--- config.mk ---
export PLATFORM = sky130hd
export DESIGN_NAME = ps2_rx_events
export DESIGN_NICKNAME = d
export VERILOG_FILES = /design/src/rtl/ps2_rx_events.sv
export SDC_FILE = /design/constraint.sdc
export NUM_CORES = 1
export LEC_CHECK = 0
export BUFFER_PORTS_ARGS = -buffer_cell sky130_fd_sc_hd__buf_2
export CORE_MARGIN = 1.5
export CORE_UTILIZATION = 60
export CTS_BUF_LIST = sky130_fd_sc_hd__clkbuf_8
export CTS_CLUSTER_DIAMETER = 40
export DETAILED_ROUTE_END_ITERATION = 8
export PLACE_DENSITY = 0.85
export SYNTH_ARGS = -nofsm -noshare
export SYNTH_HDL_FRONTEND = slang
export SYNTH_SLANG_ARGS = --single-unit
export TNS_END_PERCENT = 50
--- constraint.sdc ---
create_clock -name clk -period 3.2 [get_ports clk]
set_input_delay 0.16 -clock clk [delete_from_list [all_inputs] [get_ports clk]]
set_output_delay 0.16 -clock clk [all_outputs]
set_load 0.01 [all_outputs]
--- src/rtl/ps2_rx_events.sv ---
// PS/2 keyboard receiver: deglitches the PS/2 clock, deframes odd-parity bytes
// and folds E0/F0 prefixes into key events held in a first-word-fall-through FIFO.
module ps2_rx_events #(
  parameter int FILTER_LEN  = 8,
  parameter int TIMEOUT_CYC = 5000,
  parameter int FIFO_DEPTH  = 4
) (
  input  logic                          clk,
  input  logic                          rst,
  input  logic                          ps2k_clk,
  input  logic                          ps2k_data,
  output logic                          ev_valid,
  input  logic                          ev_ready,
  output logic [7:0]                    ev_code,
  output logic                          ev_ext,
  output logic                          ev_brk,
  output logic [$clog2(FIFO_DEPTH):0]   fifo_level,
  output logic                          parity_err,
  output logic                          frame_err,
  output logic                          overflow,
  output logic                          busy
);

  localparam int FW = $clog2(FILTER_LEN + 1);
  localparam int TW = $clog2(TIMEOUT_CYC + 1);
  localparam int AW = $clog2(FIFO_DEPTH);
  localparam int LW = AW + 1;
  localparam logic [FW-1:0] FILT_LAST = FW'(FILTER_LEN - 1);
  localparam logic [TW-1:0] TO_LAST   = TW'(TIMEOUT_CYC - 1);
  localparam logic [LW-1:0] LVL_FULL  = LW'(FIFO_DEPTH);

  typedef enum logic [1:0] {S_IDLE, S_DATA, S_PARITY, S_STOP} state_t;

  logic          clk_s1, clk_s2, dat_s1, dat_s2;
  logic          filt_clk;
  logic [FW-1:0] filt_cnt;
  logic          strobe;
  state_t        state;
  logic [2:0]    bit_cnt;
  logic [7:0]    shreg;
  logic          par_ok;
  logic [TW-1:0] to_cnt;
  logic          rx_valid;
  logic [7:0]    rx_byte;
  logic          ext_flag, brk_flag;
  logic [9:0]    mem [FIFO_DEPTH];
  logic [AW-1:0] wptr, rptr;
  logic [LW-1:0] count;
  logic          is_prefix, push, pop, full, do_push;

  // The strobe fires on the cycle the filtered clock commits to a new low level.
  always_ff @(posedge clk) begin
    if (rst) begin
      clk_s1   <= 1'b1;
      clk_s2   <= 1'b1;
      dat_s1   <= 1'b1;
      dat_s2   <= 1'b1;
      filt_clk <= 1'b1;
      filt_cnt <= '0;
      strobe   <= 1'b0;
    end else begin
      clk_s1 <= ps2k_clk;
      clk_s2 <= clk_s1;
      dat_s1 <= ps2k_data;
      dat_s2 <= dat_s1;
      strobe <= 1'b0;
      if (clk_s2 == filt_clk) begin
        filt_cnt <= '0;
      end else if (filt_cnt == FILT_LAST) begin
        filt_clk <= clk_s2;
        filt_cnt <= '0;
        strobe   <= filt_clk;
      end else begin
        filt_cnt <= filt_cnt + FW'(1);
      end
    end
  end

  always_ff @(posedge clk) begin
    if (rst) begin
      state      <= S_IDLE;
      bit_cnt    <= '0;
      shreg      <= '0;
      par_ok     <= 1'b0;
      to_cnt     <= '0;
      rx_valid   <= 1'b0;
      rx_byte    <= '0;
      parity_err <= 1'b0;
      frame_err  <= 1'b0;
    end else begin
      rx_valid   <= 1'b0;
      parity_err <= 1'b0;
      frame_err  <= 1'b0;
      if (state != S_IDLE && !strobe && to_cnt == TO_LAST) begin
        state     <= S_IDLE;
        to_cnt    <= '0;
        frame_err <= 1'b1;
      end else begin
        if (state == S_IDLE || strobe) to_cnt <= '0;
        else                           to_cnt <= to_cnt + TW'(1);
        if (strobe) begin
          case (state)
            S_IDLE: begin
              if (!dat_s2) begin
                state   <= S_DATA;
                bit_cnt <= '0;
              end else begin
                frame_err <= 1'b1;
              end
            end
            S_DATA: begin
              shreg   <= {dat_s2, shreg[7:1]};
              bit_cnt <= bit_cnt + 3'd1;
              if (bit_cnt == 3'd7) state <= S_PARITY;
            end
            S_PARITY: begin
              par_ok <= ^{shreg, dat_s2};
              state  <= S_STOP;
            end
            default: begin
              if (!dat_s2) begin
                frame_err <= 1'b1;
              end else if (par_ok) begin
                rx_valid <= 1'b1;
                rx_byte  <= shreg;
              end else begin
                parity_err <= 1'b1;
              end
              state <= S_IDLE;
            end
          endcase
        end
      end
    end
  end

  // Prefix flags accumulate until a real key byte consumes them or an error wipes them.
  always_ff @(posedge clk) begin
    if (rst) begin
      ext_flag <= 1'b0;
      brk_flag <= 1'b0;
    end else if (parity_err || frame_err) begin
      ext_flag <= 1'b0;
      brk_flag <= 1'b0;
    end else if (rx_valid) begin
      if (rx_byte == 8'hE0) begin
        ext_flag <= 1'b1;
      end else if (rx_byte == 8'hF0) begin
        brk_flag <= 1'b1;
      end else begin
        ext_flag <= 1'b0;
        brk_flag <= 1'b0;
      end
    end
  end

  assign is_prefix  = (rx_byte == 8'hE0) || (rx_byte == 8'hF0);
  assign push       = rx_valid && !is_prefix;
  assign pop        = ev_valid && ev_ready;
  assign full       = (count == LVL_FULL);
  assign do_push    = push && (!full || pop);
  assign ev_valid   = (count != '0);
  assign fifo_level = count;
  assign busy       = (state != S_IDLE);
  assign {ev_ext, ev_brk, ev_code} = ev_valid ? mem[rptr] : 10'd0;

  always_ff @(posedge clk) begin
    if (do_push) mem[wptr] <= {ext_flag, brk_flag, rx_byte};
  end

  // A push into a full FIFO succeeds only when the head leaves on the same cycle.
  always_ff @(posedge clk) begin
    if (rst) begin
      wptr     <= '0;
      rptr     <= '0;
      count    <= '0;
      overflow <= 1'b0;
    end else begin
      overflow <= push && full && !pop;
      if (do_push) wptr <= wptr + AW'(1);
      if (pop)     rptr <= rptr + AW'(1);
      case ({do_push, pop})
        2'b10:   count <= count + LW'(1);
        2'b01:   count <= count - LW'(1);
        default: count <= count;
      endcase
    end
  end

endmodule
==> impl_metrics.csv <==
group,metric,value,unit
synthesis,synthFlopType,"dfxtp_1",
cells_and_area,area_delta_synth_final,9.05,%
placement,pre_cts_ws,927,ps
pwr,power_density,476,nW/um^2
routing,ant_nets,0,
critical_path,required,3430,ps
synthesis,netlist.area_leader.share,28.9,%
sta,post-route-min-period,2280,ps
global_route,grt_pass1_wl,11700,microns
critical_path,crit_chain,"or3b_1, o21ai_1, nand3_1, fa_1, nor2_1, o211ai_1, o211ai_1, a31oi_1",
critical_path,crit_type,"flip-flop to flip-flop",
routing,num_vias,2601,
clocking,clk_path_buf_depth,2,
routing,first_pass_iters,4,
hold_path,hold_path.class,"primary input to flip-flop",
cells_and_area,num_antenna_cells,0,
critical_path,critPathMaxFanout,7,
cells_and_area,fin_util,67.1,%
routing,drc,0,
critical_path,slowest_delay,450,ps
synthesis,syn-mean-instance-area,11.5,sq um
floorplanning,num_io_pins,23,
synthesis,synthesis.area,4160,sq um
sta,finalClockSkew,13.4,ps
critical_path,cp-startpoint,"rx_byte[7]$_SDFFE_PP0P_",
routing,drt_iter0_drc,186,
synthesis,syn_inst,361,
cells_and_area,fin_nets,402,
placement,io_buffers,22,
synthesis,synth_most_common_cell,"dfxtp_1",
floorplanning,die_area,7440,sq um
placement,gp_congestion,0.831,
synthesis,synth_area_leaders,"dfxtp_1, edfxtp_1, mux4_2, ha_1, nor2_1",
sta,fin_crit_sh,71.3,%
synthesis,synth_seq_area_share,57.7,%
pwr,ir_worst_vdd,273,uV
floorplanning,num_rows,30,
sta,max_freq,438,MHz
job,maxCapViolCount,0,
sta,setup_tns,0,ps
clocking,htreeDepth,3,
sta,whs,238,ps
cells_and_area,instances_no_fill,468,
clocking,numCtsBuffers,9,
global_route,gr-total-overflow,0,
floorplanning,chipWidth,86.3,microns
clocking,cts_tree,"yes",
sta,setup_viol,0,
global_route,grtUsageTotal,20.8,%
global_route,antenna_found_initial,0,
synthesis,syn-num-nets,380,
critical_path,reg2reg_from,"rx_byte[7]$_SDFFE_PP0P_",
synthesis,synth_commonest_cells,"dfxtp_1, nor2_1, edfxtp_1",
sta,worst_pin_slew,734,ps
critical_path,crit_top_cell,"o211ai_1",
floorplanning,die_y,86.3,microns
sta,setup_slack,919,ps
synthesis,ys_warn_count,0,
floorplanning,core_area,6760,sq um
critical_path,start_kind,"flip-flop",
critical_path,crit_arrival,2510,ps
clocking,clock-sinks,100,
synthesis,synth_cell_type_count,45,
placement,dp_hpwl,4740,microns
critical_path,cp-end-kind,"flip-flop",
sta,final_hold_viol_count,0,
routing,post_drt_wl_per_cell,14.9,microns
global_route,grt_max_degree,45,
placement,dp.cells,450,
clocking,clockRootBuffer,"clkbuf_8",
synthesis,synthArstFlopShare,0,%
routing,avgViaCountPerCell,5.56,
pwr,p_leak,1.62,nW
sta,rsz0062_at_grt,"no",
critical_path,critPathSlowestCell,"fa_1",
synthesis,yosysTopAreaCell,"dfxtp_1",
routing,drt_wl_total,7000,microns
sta,drv_slew,0,
synthesis,synth_edf_count,40,
hold_path,hp-start,"ev_ready",
floorplanning,initial_core_util,61.6,%
synthesis,ys_ff_latch,100,
cells_and_area,drive_gt1_share,15.2,%
global_route,first_global_vias,2556,
clocking,clk_pin_slew,100,ps
clocking,clk-insertion-delay-late,370,ps
run_status,status,"complete, no violations",
sta,relSlewSlack,51.1,%
## cells by family (layout without fill, tap and decap cells)
group           Yosys count  count (layout)  synth area share [%]
flops                   100             100                  57.7
buf+inv                  28              55                  2.77
compound gates           34              34                  4.90
fa+ha+maj                14              14                  4.39
simple gates            144             144                  17.6
xor+xnor                 23              23                  5.17
mux                      18              18                  7.40
## placed cells by master, fill, tap and decap left out, types with 9 or more instances in the layout
| cell type | count |
|---|---|
| buf_2 | 22 |
| nand2_1 | 36 |
| nand3_1 | 14 |
| clkbuf_8 | 9 |
| xnor2_1 | 14 |
| mux4_2 | 10 |
| edfxtp_1 | 40 |
| and2_1 | 16 |
| dfxtp_1 | 60 |
| inv_1 | 15 |
| ha_1 | 13 |
| a21oi_1 | 20 |
| nor2_1 | 42 |
## metal layers
| layer | part of all wire [%] | routed length (microns) | track usage, % | vias up |
|---|---|---|---|---|
| met5 | 0 | 0 | 0 | - |
| met4 | 1.2 | 85 | 9.97 | 0 |
| met3 | 3.4 | 238 | 3.71 | 8 |
| met2 | 50 | 3500 | 35.9 | 57 |
| met1 | 45 | 3170 | 25.4 | 1231 |
| li1 | - | - | - | 1305 |
## where the power goes
part           internal (mW)  total, mW  switching (mW)
registers               1.32       1.32         0.00217
logic                0.00814     0.0218          0.0137
clock network          0.375      0.820           0.445
## sequential cells by signal, indices dropped and copies added, names as in the netlist, 2 cells and up, named ones only
signal and count:
rptr 2, mem 40, fifo_level 3, wptr 2, bit_cnt 3, state 2
shreg 8, to_cnt 13, filt_cnt 4, rx_byte 8
## layout make-up
class / instances / area [sq um]
sequential: 100 / 2400
fill: 499 / 2220
multi-input combinational: 233 / 1640
timing repair buffer: 24 / 130
clock buffer: 9 / 124
tap: 80 / 100
clock inverter: 7 / 81.3
inverter: 15 / 56.3
## through the flow
step / power [mW] / instance area (sq um)
floorplan: 1.36 / 4160
global placement: 1.37 / 4310
CTS: 2.18 / 4540
detailed placement: 1.37 / 4310
global route: 2.24 / 4540
finish: 2.16 / 4540
## critical path: cells and delay by family, from the launching register on
family	cells	cell delay (ps)
AOI/OAI and AO/OA	4	620
adders and majority gates	1	450
and+or+nand+nor	3	660
DFF	1	420
## path summary, 6_finish.rpt
check | slack (ps) | end | depth (start not counted)
max | 920 | fifo_level[2]$_SDFFE_PP0P_ | 8
min | 240 | overflow$_SDFF_PP0_ | 3
max reg2reg | 920 | fifo_level[2]$_SDFFE_PP0P_ | 8
min reg2reg | 420 | clk_s2$_SDFF_PP1_ | 1
## what timing repair did
item,in CTS,in global routing
resized for setup,0,0
endpoints found under the hold margin,2,0
buffers inserted,0,0
hold buffers,2,0
(Power assumes the default switching activity.)
